`config.mk`:
```
export PLATFORM = sky130hd
export DESIGN_NAME = mem_port_arbiter_flat
export DESIGN_NICKNAME = d
export VERILOG_FILES = /design/src/rtl/mem_port_arbiter_if.sv /design/src/rtl/mem_port_arbiter.sv /design/src/flat_wrapper.sv
export SDC_FILE = /design/constraint.sdc
export NUM_CORES = 1
export LEC_CHECK = 0
export BUFFER_PORTS_ARGS = -buffer_cell sky130_fd_sc_hd__buf_4
export CAP_MARGIN = 20
export CELL_PAD_IN_SITES_DETAIL_PLACEMENT = 1
export CELL_PAD_IN_SITES_GLOBAL_PLACEMENT = 2
export CORE_MARGIN = 1
export CORE_UTILIZATION = 26
export DETAILED_ROUTE_END_ITERATION = 10
export GPL_TIMING_DRIVEN = 0
export PLACE_DENSITY_LB_ADDON = 0.2
export SLEW_MARGIN = 20
export SYNTH_ARGS = -nofsm -noshare
export SYNTH_HDL_FRONTEND = slang
export SYNTH_SLANG_ARGS = --single-unit
```
`constraint.sdc`:
```
create_clock -name clk -period 1.6 [get_ports clk]
set_input_delay 0.08 -clock clk [delete_from_list [all_inputs] [get_ports clk]]
set_output_delay 0.08 -clock clk [all_outputs]
set_load 0.01 [all_outputs]
```
`src/rtl/mem_port_arbiter_if.sv`:
```
// Downstream sram-like memory port shared by the instruction and data requesters.
//   master : the arbiter (drives request, write flag, strobes, address, write data)
//   slave  : the memory bridge (drives addr_ok, data_ok, read data)
// Handshake: a request is held with stable fields while mem_req=1 until the
// cycle mem_addr_ok=1 (accepted); mem_data_ok=1 later (or in that same cycle)
// marks read data valid / write done. mem_req is never withdrawn before accept.
interface mem_port_arbiter_if;
  logic        mem_req;
  logic        mem_wr;
  logic [3:0]  mem_wstrb;
  logic [31:0] mem_addr;
  logic [31:0] mem_wdata;
  logic        mem_addr_ok;
  logic        mem_data_ok;
  logic [31:0] mem_rdata;

  modport master (
    output mem_req, mem_wr, mem_wstrb, mem_addr, mem_wdata,
    input  mem_addr_ok, mem_data_ok, mem_rdata
  );

  modport slave (
    input  mem_req, mem_wr, mem_wstrb, mem_addr, mem_wdata,
    output mem_addr_ok, mem_data_ok, mem_rdata
  );
endinterface

```
`src/rtl/mem_port_arbiter.sv`:
```
// Arbitrates one memory port between instruction fetch and data load/store.
// Data has priority; after DATA_BURST consecutive data grants while fetch is
// waiting, the next grant goes to fetch. One access is in flight at a time and
// the arbiter always spends at least one IDLE cycle between accesses.
// Ports:
//   clk, rst            clock, synchronous active-high reset
//   flush               pipeline flush (blocks fetch grant, discards fetch in flight)
//   inst_*              fetch request side: req/addr in, rdata/done/fetch_available out
//   data_*              data request side: req/wen/addr/wdata in, rdata/done/memory_available out
//   mem                 downstream port (master side of mem_port_arbiter_if)
//   dbg_state           current FSM state, for observation only
module mem_port_arbiter #(
  parameter int unsigned DATA_BURST = 4
) (
  input  logic                      clk,
  input  logic                      rst,
  input  logic                      flush,
  input  logic                      inst_req,
  input  logic [31:0]               inst_addr,
  output logic [31:0]               inst_rdata,
  output logic                      inst_done,
  output logic                      fetch_available,
  input  logic                      data_req,
  input  logic [3:0]                data_wen,
  input  logic [31:0]               data_addr,
  input  logic [31:0]               data_wdata,
  output logic [31:0]               data_rdata,
  output logic                      data_done,
  output logic                      memory_available,
  mem_port_arbiter_if.master        mem,
  output logic [2:0]                dbg_state
);

  localparam logic [2:0] S_IDLE    = 3'd0;
  localparam logic [2:0] S_ISSUE_D = 3'd1;
  localparam logic [2:0] S_ISSUE_I = 3'd2;
  localparam logic [2:0] S_WAIT_D  = 3'd3;
  localparam logic [2:0] S_WAIT_I  = 3'd4;

  localparam int BW = $clog2(DATA_BURST + 1);

  logic [2:0]    state_q, state_d;
  logic [BW-1:0] burst_q, burst_d;
  logic          discard_q, discard_d;
  logic [31:0]   addr_q, addr_d;
  logic [3:0]    wen_q, wen_d;
  logic [31:0]   wdata_q, wdata_d;
  logic [31:0]   inst_rdata_q, inst_rdata_d;
  logic [31:0]   data_rdata_q, data_rdata_d;
  logic          inst_done_q, inst_done_d;
  logic          data_done_q, data_done_d;
  logic          fetch_av_q, fetch_av_d;
  logic          mem_av_q, mem_av_d;

  logic issuing;
  logic waiting;
  logic inst_txn;
  logic complete;

  assign issuing  = (state_q == S_ISSUE_D) || (state_q == S_ISSUE_I);
  assign waiting  = (state_q == S_WAIT_D)  || (state_q == S_WAIT_I);
  assign inst_txn = (state_q == S_ISSUE_I) || (state_q == S_WAIT_I);
  // data_ok only counts once the request has been (or is being) accepted.
  assign complete = (issuing && mem.mem_addr_ok && mem.mem_data_ok) ||
                    (waiting && mem.mem_data_ok);

  always_comb begin
    state_d      = state_q;
    burst_d      = burst_q;
    discard_d    = discard_q;
    addr_d       = addr_q;
    wen_d        = wen_q;
    wdata_d      = wdata_q;
    inst_rdata_d = inst_rdata_q;
    data_rdata_d = data_rdata_q;
    inst_done_d  = 1'b0;
    data_done_d  = 1'b0;
    fetch_av_d   = fetch_av_q;
    mem_av_d     = mem_av_q;

    case (state_q)
      S_IDLE: begin
        if (data_req && (!inst_req || (burst_q < BW'(DATA_BURST)))) begin
          state_d  = S_ISSUE_D;
          addr_d   = data_addr;
          wen_d    = data_wen;
          wdata_d  = data_wdata;
          // The streak only counts grants that made a fetch wait.
          burst_d  = inst_req ? (burst_q + BW'(1)) : '0;
          mem_av_d = 1'b0;
        end else if (inst_req && !flush) begin
          state_d    = S_ISSUE_I;
          addr_d     = inst_addr;
          wen_d      = 4'b0000;
          wdata_d    = 32'h0;
          burst_d    = '0;
          fetch_av_d = 1'b0;
        end
      end
      S_ISSUE_D, S_ISSUE_I: begin
        if (mem.mem_addr_ok) begin
          if (mem.mem_data_ok)
            state_d = S_IDLE;
          else
            state_d = (state_q == S_ISSUE_D) ? S_WAIT_D : S_WAIT_I;
        end
      end
      S_WAIT_D, S_WAIT_I: begin
        if (mem.mem_data_ok) state_d = S_IDLE;
      end
      default: state_d = S_IDLE;
    endcase

    if (complete) begin
      if (inst_txn) begin
        fetch_av_d = 1'b1;
        discard_d  = 1'b0;
        // A flush in the completing cycle discards just like an earlier one.
        if (!(discard_q || flush)) begin
          inst_done_d  = 1'b1;
          inst_rdata_d = mem.mem_rdata;
        end
      end else begin
        mem_av_d    = 1'b1;
        data_done_d = 1'b1;
        if (wen_q == 4'b0000) data_rdata_d = mem.mem_rdata;
      end
    end else if (inst_txn && flush) begin
      discard_d = 1'b1;
    end
  end

  always_ff @(posedge clk) begin
    if (rst) begin
      state_q      <= S_IDLE;
      burst_q      <= '0;
      discard_q    <= 1'b0;
      addr_q       <= 32'h0;
      wen_q        <= 4'b0000;
      wdata_q      <= 32'h0;
      inst_rdata_q <= 32'h0;
      data_rdata_q <= 32'h0;
      inst_done_q  <= 1'b0;
      data_done_q  <= 1'b0;
      fetch_av_q   <= 1'b1;
      mem_av_q     <= 1'b1;
    end else begin
      state_q      <= state_d;
      burst_q      <= burst_d;
      discard_q    <= discard_d;
      addr_q       <= addr_d;
      wen_q        <= wen_d;
      wdata_q      <= wdata_d;
      inst_rdata_q <= inst_rdata_d;
      data_rdata_q <= data_rdata_d;
      inst_done_q  <= inst_done_d;
      data_done_q  <= data_done_d;
      fetch_av_q   <= fetch_av_d;
      mem_av_q     <= mem_av_d;
    end
  end

  // Fetches register wen=0 and wdata=0, so write fields are naturally idle for them.
  assign mem.mem_req   = issuing;
  assign mem.mem_wr    = (state_q == S_ISSUE_D) && (wen_q != 4'b0000);
  assign mem.mem_wstrb = issuing ? wen_q   : 4'b0000;
  assign mem.mem_addr  = issuing ? addr_q  : 32'h0;
  assign mem.mem_wdata = issuing ? wdata_q : 32'h0;

  assign inst_rdata       = inst_rdata_q;
  assign inst_done        = inst_done_q;
  assign fetch_available  = fetch_av_q;
  assign data_rdata       = data_rdata_q;
  assign data_done        = data_done_q;
  assign memory_available = mem_av_q;
  assign dbg_state        = state_q;

endmodule

```
`src/flat_wrapper.sv`:
```
// flat-port wrapper written by rule: the top's interface ports become plain ports
module mem_port_arbiter_flat 
#(
  parameter int unsigned DATA_BURST = 4
)
  (clk, rst, flush, inst_req, inst_addr, inst_rdata, inst_done, fetch_available, data_req, data_wen, data_addr, data_wdata, data_rdata, data_done, memory_available, dbg_state, mem_mem_req, mem_mem_wr, mem_mem_wstrb, mem_mem_addr, mem_mem_wdata, mem_mem_addr_ok, mem_mem_data_ok, mem_mem_rdata);
  mem_port_arbiter_if mem_i ();
  input  logic clk;
  input  logic rst;
  input  logic flush;
  input  logic inst_req;
  input  logic [31:0] inst_addr;
  output logic [31:0] inst_rdata;
  output logic inst_done;
  output logic fetch_available;
  input  logic data_req;
  input  logic [3:0] data_wen;
  input  logic [31:0] data_addr;
  input  logic [31:0] data_wdata;
  output logic [31:0] data_rdata;
  output logic data_done;
  output logic memory_available;
  output logic [2:0] dbg_state;
  output wire logic [$bits(mem_i.mem_req)-1:0] mem_mem_req;
  output wire logic [$bits(mem_i.mem_wr)-1:0] mem_mem_wr;
  output wire logic [$bits(mem_i.mem_wstrb)-1:0] mem_mem_wstrb;
  output wire logic [$bits(mem_i.mem_addr)-1:0] mem_mem_addr;
  output wire logic [$bits(mem_i.mem_wdata)-1:0] mem_mem_wdata;
  input wire logic [$bits(mem_i.mem_addr_ok)-1:0] mem_mem_addr_ok;
  input wire logic [$bits(mem_i.mem_data_ok)-1:0] mem_mem_data_ok;
  input wire logic [$bits(mem_i.mem_rdata)-1:0] mem_mem_rdata;
  assign mem_mem_req = mem_i.mem_req;
  assign mem_mem_wr = mem_i.mem_wr;
  assign mem_mem_wstrb = mem_i.mem_wstrb;
  assign mem_mem_addr = mem_i.mem_addr;
  assign mem_mem_wdata = mem_i.mem_wdata;
  assign mem_i.mem_addr_ok = mem_mem_addr_ok;
  assign mem_i.mem_data_ok = mem_mem_data_ok;
  assign mem_i.mem_rdata = mem_mem_rdata;
  mem_port_arbiter #(.DATA_BURST(DATA_BURST)) u_core (.clk(clk), .rst(rst), .flush(flush), .inst_req(inst_req), .inst_addr(inst_addr), .inst_rdata(inst_rdata), .inst_done(inst_done), .fetch_available(fetch_available), .data_req(data_req), .data_wen(data_wen), .data_addr(data_addr), .data_wdata(data_wdata), .data_rdata(data_rdata), .data_done(data_done), .memory_available(memory_available), .mem(mem_i), .dbg_state(dbg_state));
endmodule
```
==> results.cfg, run 1 <==
[synth]
synth_warnings = 0
synth.distinct_cells = 47
synthFlopType = dfxtp_1
synth_seq_cells = 143
synth_edf_count = 0
synthTopCellsByArea = dfxtp_1 48%, nand2_1 8.3%, and2_1 7.2%
ys_async_sr_fraction = 0
synthCells = 687
synth_area_mm2 = 0.00600
synth_top_cell_area_share = 0.477
syn_nets = 827
synth.largest_area_cell = dfxtp_1
synth_most_common_cell = dfxtp_1
synthTopCellsByCount = 143 x dfxtp_1, 132 x nand2_1, 72 x nor2_1, 69 x and2_1, 57 x a21oi_1
synth_seq_area_share = 0.477
synth.avg_cell_area_um2 = 8.74

[grt]
antenna_found_initial = 0
grt_usage = 0.194
grt_pass1_wl_um = 35800
grt_max_degree = 17
grt_overflow = 0
grt_pass1_vias = 6700

[sta]
finalSetupViolCount = 114
setup_slack_ns = -0.240
relSlewSlack = 0.583
fin_crit_ns = 1.84
fin_tns_setup_ns = -16.35
rsz0062_at_grt = yes
fmax_mhz = 543
slew_viol_final = 0
hold_violations = 0
tightest_slew_ns = 0.625
finalClockSkew_ns = 0.0113
finalCritPeriodShare = 1.15

[run]
cap_violations = 0

[cts]
clk_latency_ns = 0.42
clock_sinks = 143
cts_root_buf = clkbuf_16
h-tree-depth = 4
cts_tree = built
clk_pin_slew_ns = 0.06
cts.path.max_buffers = 2
numCtsBuffers = 17

[worst_setup_path]
critPathLaunchType = register
r2r-start = u_core.dbg_state[0]
critical_path_class = reg2out
cpMaxStageDelayCell = dfxtp_4
worst-endpoint-required_ns = 1.52
reg2reg_depth = 8
crit_fanout = 6
cp_top_family = buffers and inverters
r2r_slack_ns = -0.14
slowest_delay_ns = 0.34
end_kind = primary output
reg2reg_to = u_core.inst_rdata[6]
path_cells = buf_8 -> xnor2_4 -> nor2_4 -> buf_12 -> clkbuf_16 -> and2_4 -> buf_6
path_depth = 7
critPathBufInv = 4
worstPathArrival_ns = 1.76

[detailed_routing]
drtAntennaViolNets = 0
wl_per_cell_um = 17.0
firstDrtPassIters = 4
drt_iter0_markers = 183
route.detailed.drc = 0
via_count = 6429
viasPerCell = 4.59
wl_um = 23800

[worst_hold_path]
hold_depth = 3
holdCritStartpoint = data_addr[5]
hold_end = u_core.addr_q[5]
hold_path_class = in2reg

[place]
gp_congestion = 0.693
portBuffers = 277
place_hpwl_um = 15500

[finish]
nNetsFinal = 1243
antenna_cells_inserted = 0
syn_to_final_growth_pct = 86.8
layout-drive-gt1-share = 0.467
postLayoutCoreUtil = 0.495

[die]
pin_count = 280
die_area_mm2 = 0.0237
initial_utilization = 0.265
fp.dieH_um = 154
core-area_mm2 = 0.0226
die_w_um = 154
fp-row-count = 55

[power_and_ir_drop]
p_per_area_mw_per_mm2 = 957
p_seq_frac = 0.366
clockPowerShare = 0.372
combPwrFrac = 0.263
p_int_uw = 7740
power_switching_uw = 2990
ir_worst_vdd_v = 0.000656
p_leak_uw = 0.00483
swShare = 0.279

[status]
failed_checks = negative setup slack
status = finished, violations left
-- layer usage --
metal	global-route usage	up-vias	part of all wire
met3	0.0592	21	0.057
li1	-	3175	-
met1	0.229	3048	0.43
met2	0.339	185	0.50
met5	0	-	0
met4	0.0533	0	0.014
-- power by group through the flow --
stage	logic, uW	registers, uW	clock network (uW)
final	2820	3920	3980
after global routing	3020	3950	4260
after CTS	2310	3910	4100
after detailed placement	1760	3980	0
after global placement	1750	3970	0
after floorplan	922	3970	0
-- area by class of cell --
cell class              instances  area, um2
plain buffers                  56        588
fillers                      2563      11400
clock inverters                12        135
inverters                       3       11.3
flip-flops and latches        143       2870
repair buffers                398       3600
clock buffers                  20        447
multi-input cells             484       3200
well taps                     285        357
-- layout by cell type (no fill, tap or decap), drive strengths merged, types with 4 or more instances in the layout --
cell	instances
nor2	73
clkbuf	50
buf	347
a21oi	68
nor3	4
nand2	132
dfxtp	143
dlygate4sd3	76
and2	69
inv	6
o21ai	6
mux2i	33
clkinvlp	4
a211oi	33
a22oi	36
-- what timing repair did --
| item | CTS | global route |
|---|---|---|
| setup endpoints to repair | 174 | 198 |
| gates resized for setup | 120 | 134 |
| hold endpoints to repair | 108 | 0 |
| hold buffers | 76 | 0 |
| setup buffers | 17 | 10 |
| pin swaps | 34 | 37 |
| gates cloned | 8 | 11 |
-- worst reg2reg max path: cells and delay by family, from the launching register on --
family	cells	cell delay, ns
flip-flops	1	0.34
AO/OA/AOI/OAI	2	0.34
AND/OR/NAND/NOR	2	0.30
buffers and inverters	4	0.70
-- how the worst max path moves through the flow --
stage	from	to	slack [ns]
final	u_core.dbg_state[0]	mem_mem_addr[0]	-0.24
after global routing	u_core.dbg_state[0]	mem_mem_addr[6]	-0.31
after CTS	u_core.dbg_state[0]	mem_mem_wdata[26]	-0.27
after detailed placement	u_core.dbg_state[1]	mem_mem_addr[14]	-0.26
after global placement	u_core.dbg_state[1]	mem_mem_addr[17]	-0.27
after floorplan	u_core.dbg_state[2]	u_core.data_rdata[0]	0.11
-- registers in the layout, indices dropped and copies added, names as in the netlist --
signal	flops
u_core.memory_available	1
u_core.data_rdata	32
u_core.data_done	1
u_core.wdata_q	32
u_core.discard_q	1
u_core.addr_q	32
u_core.inst_done	1
u_core.inst_rdata	32
u_core.dbg_state	3
u_core.fetch_available	1
u_core.burst_q	3
u_core.wen_q	4
-- per-stage QoR --
step | total power, uW | area, um2 | instances | hold slack, ns | setup slack [ns]
after floorplan | 4890 | 6000 | 687 | 0.157 | 0.107
after global placement | 5720 | 8440 | 1249 | 0.314 | -0.270
after global routing | 11200 | 11200 | 1401 | 0.0125 | -0.312
after CTS | 10300 | 10400 | 1380 | 0.000902 | -0.273
final | 10700 | 11200 | 1401 | 0.0200 | -0.240
after detailed placement | 5740 | 8440 | 1249 | 0.309 | -0.258
-- cell families after synthesis --
family | synth area share
XOR/XNOR | 0.00292
flip-flops | 0.477
multiplexers | 0.0550
AND/OR/NAND/NOR | 0.227
AO/OA/AOI/OAI | 0.173
buffers and inverters | 0.0629
adder cells (fa/ha/maj) | 0.00208
Note: power is estimated with default switching activity, not from simulation.
==> run 2, diff against run 1 <==
--- a/config.mk
+++ b/config.mk
@@ -9,7 +9,7 @@
 export CAP_MARGIN = 20
 export CELL_PAD_IN_SITES_DETAIL_PLACEMENT = 1
 export CELL_PAD_IN_SITES_GLOBAL_PLACEMENT = 2
-export CORE_MARGIN = 1
+export CORE_MARGIN = 2
 export CORE_UTILIZATION = 26
 export DETAILED_ROUTE_END_ITERATION = 10
 export GPL_TIMING_DRIVEN = 0
==> results.cfg, run 2 (synthesized netlist as in run 1, its figures left out) <==
[status]
status = finished, violations left
failed_checks = negative setup slack

[finish]
nNetsFinal = 1256
syn_to_final_growth_pct = 97.4
mostFrequentLayoutCell = buf_4
layout-drive-gt1-share = 0.537
final_cell_mix = 264 x buf_4, 140 x dfxtp_1, 87 x nand2_1, 77 x dlygate4sd3_1, 70 x nor2_1
multiInputGateArea_mm2 = 0.00363
postLayoutCoreUtil = 0.524
seq_area_mm2 = 0.00287
fillers = 2517

[worst_setup_path]
cp-startpoint = u_core.dbg_state[1]
r2r-start = u_core.dbg_state[0]
end_kind = primary output
worst-endpoint-required_ns = 1.52
r2r_slack_ns = -0.19
worstPathArrival_ns = 1.80
critical_path_class = reg2out
reg2reg_to = u_core.inst_rdata[1]
reg2reg_depth = 8
crit_fanout = 5
critPathLaunchType = register

[sta]
finalCritPeriodShare = 1.17
finalClockSkew_ns = 0.0113
finalSetupViolCount = 164
relSlewSlack = 0.457
rsz0062_at_grt = yes
tightest_slew_ns = 0.815
slew_viol_final = 0
setup_slack_ns = -0.277
whs_ns = 0.0271
fmax_mhz = 533
fin_crit_ns = 1.88
hold_violations = 0

[worst_hold_path]
hold_depth = 3
hold_path_class = in2reg
hold_end = u_core.addr_q[31]
holdCritStartpoint = inst_addr[31]

[detailed_routing]
via_count = 6526
drt-met1-wl_um = 10400
wl_um = 25000
viasPerCell = 4.61
firstDrtPassIters = 4
drtAntennaViolNets = 0
highest_layer = met4
drt_iter0_markers = 159
wl_per_cell_um = 17.7
route.detailed.drc = 0
wl_met2_um = 12700
wl_met3_um = 1550

[power_and_ir_drop]
p_per_area_mw_per_mm2 = 936
ir_worst_vdd_v = 0.000685
p_leak_uw = 0.00503

[die]
fp.dieH_um = 156
initial_utilization = 0.265
die_area_mm2 = 0.0243
fp-row-count = 55
die_w_um = 156
core-area_mm2 = 0.0226
pin_count = 280

[grt]
grt_max_degree = 17
grt_pass1_vias = 6661
grt_overflow = 0
antenna_found_initial = 0
grt_usage = 0.185
grt_pass1_wl_um = 35300

[cts]
cts_tree = built
cts_root_buf = clkbuf_16
clk_latency_ns = 0.43
cts.path.max_buffers = 2
h-tree-depth = 4
numCtsBuffers = 17
clock_sinks = 143
clk_pin_slew_ns = 0.06

[place]
place_hpwl_um = 15700
portBuffers = 277
gp_congestion = 0.712
place_ws_ns = -0.226

[run]
cap_violations = 0
==> run 2: changes by cell type in the layout (fill, tap and decap cells not counted), moves of 6 or more <==
cell	change
nand2_1	-44
buf_12	+6
a211oi_1	-20
nand2_4	+31
and2_1	+11
a21oi_1	-17
a21oi_2	+17
nand2_2	+13
and2_4	-11
a211oi_2	+20
buf_4	+11
==> run 2: layout make-up <==
class | count | area share
timing repair buffer | 412 | 0.320
antenna | 1 | 0.000211
buffer | 55 | 0.0498
inverter | 3 | 0.000950
multi-input combinational | 484 | 0.306
clock buffer | 19 | 0.0382
sequential | 143 | 0.242
tap | 285 | 0.0301
clock inverter | 13 | 0.0129
==> run 2: worst max path at each step <==
stage | to | slack, ns | depth (start not counted)
global route | mem_mem_wstrb[1] | -0.32 | 8
finish | mem_mem_wdata[26] | -0.28 | 8
global placement | mem_mem_addr[16] | -0.25 | 7
detailed placement | mem_mem_addr[16] | -0.23 | 7
CTS | mem_mem_addr[16] | -0.29 | 7
floorplan | u_core.data_rdata[0] | 0.11 | 7
==> run 2: worst max-delay path, stage by stage (launching register included) <==
cell and delay (ns):
dfxtp_4 0.35, buf_8 0.12, xnor2_4 0.13, nor2_4 0.13
buf_6 0.15, buf_6 0.11, clkbuf_16 0.14, and2_4 0.14
buf_6 0.10
==> run 2: routing by layer <==
metal | track usage | up-vias
met5 | 0 | -
met4 | 0.0498 | 0
met3 | 0.0556 | 24
met2 | 0.322 | 187
met1 | 0.222 | 3139
li1 | - | 3176
==> run 2: per-stage QoR <==
stage | power, uW | setup TNS (ns) | area, um2 | cells
floorplan | 4890 | 0 | 6000 | 687
global placement | 5720 | -14.89 | 8440 | 1249
detailed placement | 5740 | -14.86 | 8440 | 1249
CTS | 10400 | -20.60 | 10400 | 1379
global route | 11600 | -35.15 | 11900 | 1414
finish | 11100 | -23.13 | 11900 | 1415
==> run 2: power by group <==
part           leakage (uW)  switching, uW  internal [uW]
Clock              0.000292           1750           2410
Combinational       0.00357           1320           1680
Sequential          0.00117            137           3790
==> run 2: repair_timing <==
action / in CTS / in global routing
pin swaps: 21 / 101
hold buffers: 77 / 0
gates cloned: 5 / 18
hold endpoints to repair: 108 / 0
setup buffers: 17 / 20
setup endpoints to repair: 180 / 181
resized for setup: 108 / 265
==> run 3, diff against run 2 <==
--- a/config.mk
+++ b/config.mk
@@ -14,6 +14,7 @@
 export DETAILED_ROUTE_END_ITERATION = 10
 export GPL_TIMING_DRIVEN = 0
 export PLACE_DENSITY_LB_ADDON = 0.2
+export SKIP_CTS_REPAIR_TIMING = 1
 export SLEW_MARGIN = 20
 export SYNTH_ARGS = -nofsm -noshare
 export SYNTH_HDL_FRONTEND = slang
==> results.cfg, run 3 (synthesized netlist as in run 1, its figures left out) <==
[power_and_ir_drop]
clockPowerShare = 0.404
power_switching_uw = 2860
p_leak_uw = 0.00453
p_seq_frac = 0.382
ir_worst_vdd_v = 0.000671
swShare = 0.280
combPwrFrac = 0.214
p_per_area_mw_per_mm2 = 986
total_power_uw = 10200
p_int_uw = 7360

[detailed_routing]
wl_um = 22700
via_count = 6220
viasPerCell = 4.52
firstDrtPassIters = 4
drt_iter0_markers = 162
drtAntennaViolNets = 0
wl_per_cell_um = 16.5
route.detailed.drc = 0

[worst_setup_path]
r2r-start = u_core.dbg_state[0]
critPathLaunchType = register
critical_path_class = reg2out
cp-startpoint = u_core.dbg_state[0]
crit_fanout = 8
worstPathArrival_ns = 1.80
worst-endpoint-required_ns = 1.52
end_kind = primary output

[sta]
finalClockSkew_ns = 0.0109
tightest_slew_ns = 0.770
fin_crit_ns = 1.88
relSlewSlack = 0.487
finalSetupViolCount = 101
rsz0062_at_grt = yes
setup_slack_ns = -0.277
fmax_mhz = 533
slew_viol_final = 0
hold_violations = 0
finalCritPeriodShare = 1.17
fin_tns_setup_ns = -16.80

[grt]
grt_pass1_wl_um = 32700
grt_overflow = 0
grt_max_degree = 17
grt_pass1_vias = 6121
grt_usage = 0.172
antenna_found_initial = 0

[die]
die_area_mm2 = 0.0243
core-area_mm2 = 0.0226
initial_utilization = 0.265
fp-row-count = 55
fp.dieH_um = 156
die_w_um = 156
pin_count = 280

[place]
gp_congestion = 0.712
portBuffers = 277
place_ws_ns = -0.226
placed_area_mm2 = 0.00844
place_hpwl_um = 15700

[cts]
clock_sinks = 143
cts.path.max_buffers = 2
cts_root_buf = clkbuf_16
numCtsBuffers = 17
clk_pin_slew_ns = 0.07
cts_tree = built
h-tree-depth = 4
clk_latency_ns = 0.42

[status]
status = finished, violations left
failed_checks = negative setup slack

[finish]
syn_to_final_growth_pct = 72.7
nNetsFinal = 1219
design_area_mm2 = 0.0104
final_cell_mix = 294 x buf_4, 139 x dfxtp_1, 130 x nand2_1, 72 x nor2_1, 70 x dlygate4sd3_1
antenna_cells_inserted = 0
mostFrequentLayoutCell = buf_4
layout-drive-gt1-share = 0.404
fillers = 2640

[worst_hold_path]
hold_path_class = in2reg
holdCritStartpoint = inst_addr[7]

[run]
cap_violations = 0
## run 3: cell types whose count changed in the layout (fill, tap and decap cells not counted), moves of 29 or more
cell / before / now
and2_1: 31 / 60
and2_4: 38 / 9
buf_4: 264 / 294
buf_6: 66 / 23
nand2_1: 87 / 130
nand2_4: 31 / 0
## run 3: final cells by class
cell class              instances  area [um2]  share of cell area
repair buffers                372        3050               0.294
multi-input cells             484        2960               0.286
flip-flops and latches        143        2870               0.277
plain buffers                  58         508              0.0490
clock buffers                  19         453              0.0437
well taps                     285         357              0.0344
clock inverters                13         153              0.0147
inverters                       3        11.3             0.00109
## run 3: power groups by stage
stage | clock network, uW | registers, uW | logic, uW
global route | 4400 | 3930 | 2400
finish | 4130 | 3900 | 2190
floorplan | 0 | 3970 | 922
detailed placement | 0 | 3980 | 1760
CTS | 4260 | 3900 | 1770
global placement | 0 | 3970 | 1750
## run 3: per-layer routing
| layer | wire, um | GRT usage | vias to the layer above |
|---|---|---|---|
| li1 | - | - | 3099 |
| met1 | 9810 | 0.213 | 2940 |
| met4 | 206 | 0.0433 | 0 |
| met2 | 11200 | 0.289 | 169 |
| met3 | 1420 | 0.0553 | 12 |
| met5 | 0 | 0 | - |
## run 3: critical path, cell delays in order, from the launching register on
cell	delay, ns
dfxtp_4	0.36
buf_8	0.13
xnor2_4	0.14
nor2_4	0.22
buf_6	0.16
buf_8	0.12
and2_4	0.15
buf_6	0.10
## run 3: path summary, 6_finish.rpt
| path | endpoint | slack [ns] | cells past startpoint |
|---|---|---|---|
| setup / recovery | mem_mem_wdata[1] | -0.28 | 7 |
| hold / removal | u_core.addr_q[7] | 0.002 | 3 |
| setup reg to reg | u_core.inst_rdata[1] | -0.05 | 8 |
| hold reg to reg | u_core.data_rdata[21] | 0.45 | 2 |
## run 3: per-stage QoR
| stage | hold WS [ns] | cells | utilization |
|---|---|---|---|
| 3_3_place_gp | 0.314 | 1249 | 0.373 |
| 6_report | 0.00177 | 1377 | 0.458 |
| 4_1_cts | -0.126 | 1281 | 0.400 |
| 5_1_grt | 0.00394 | 1377 | 0.458 |
| 3_5_place_dp | 0.321 | 1249 | 0.373 |
| 2_1_floorplan | 0.157 | 687 | - |
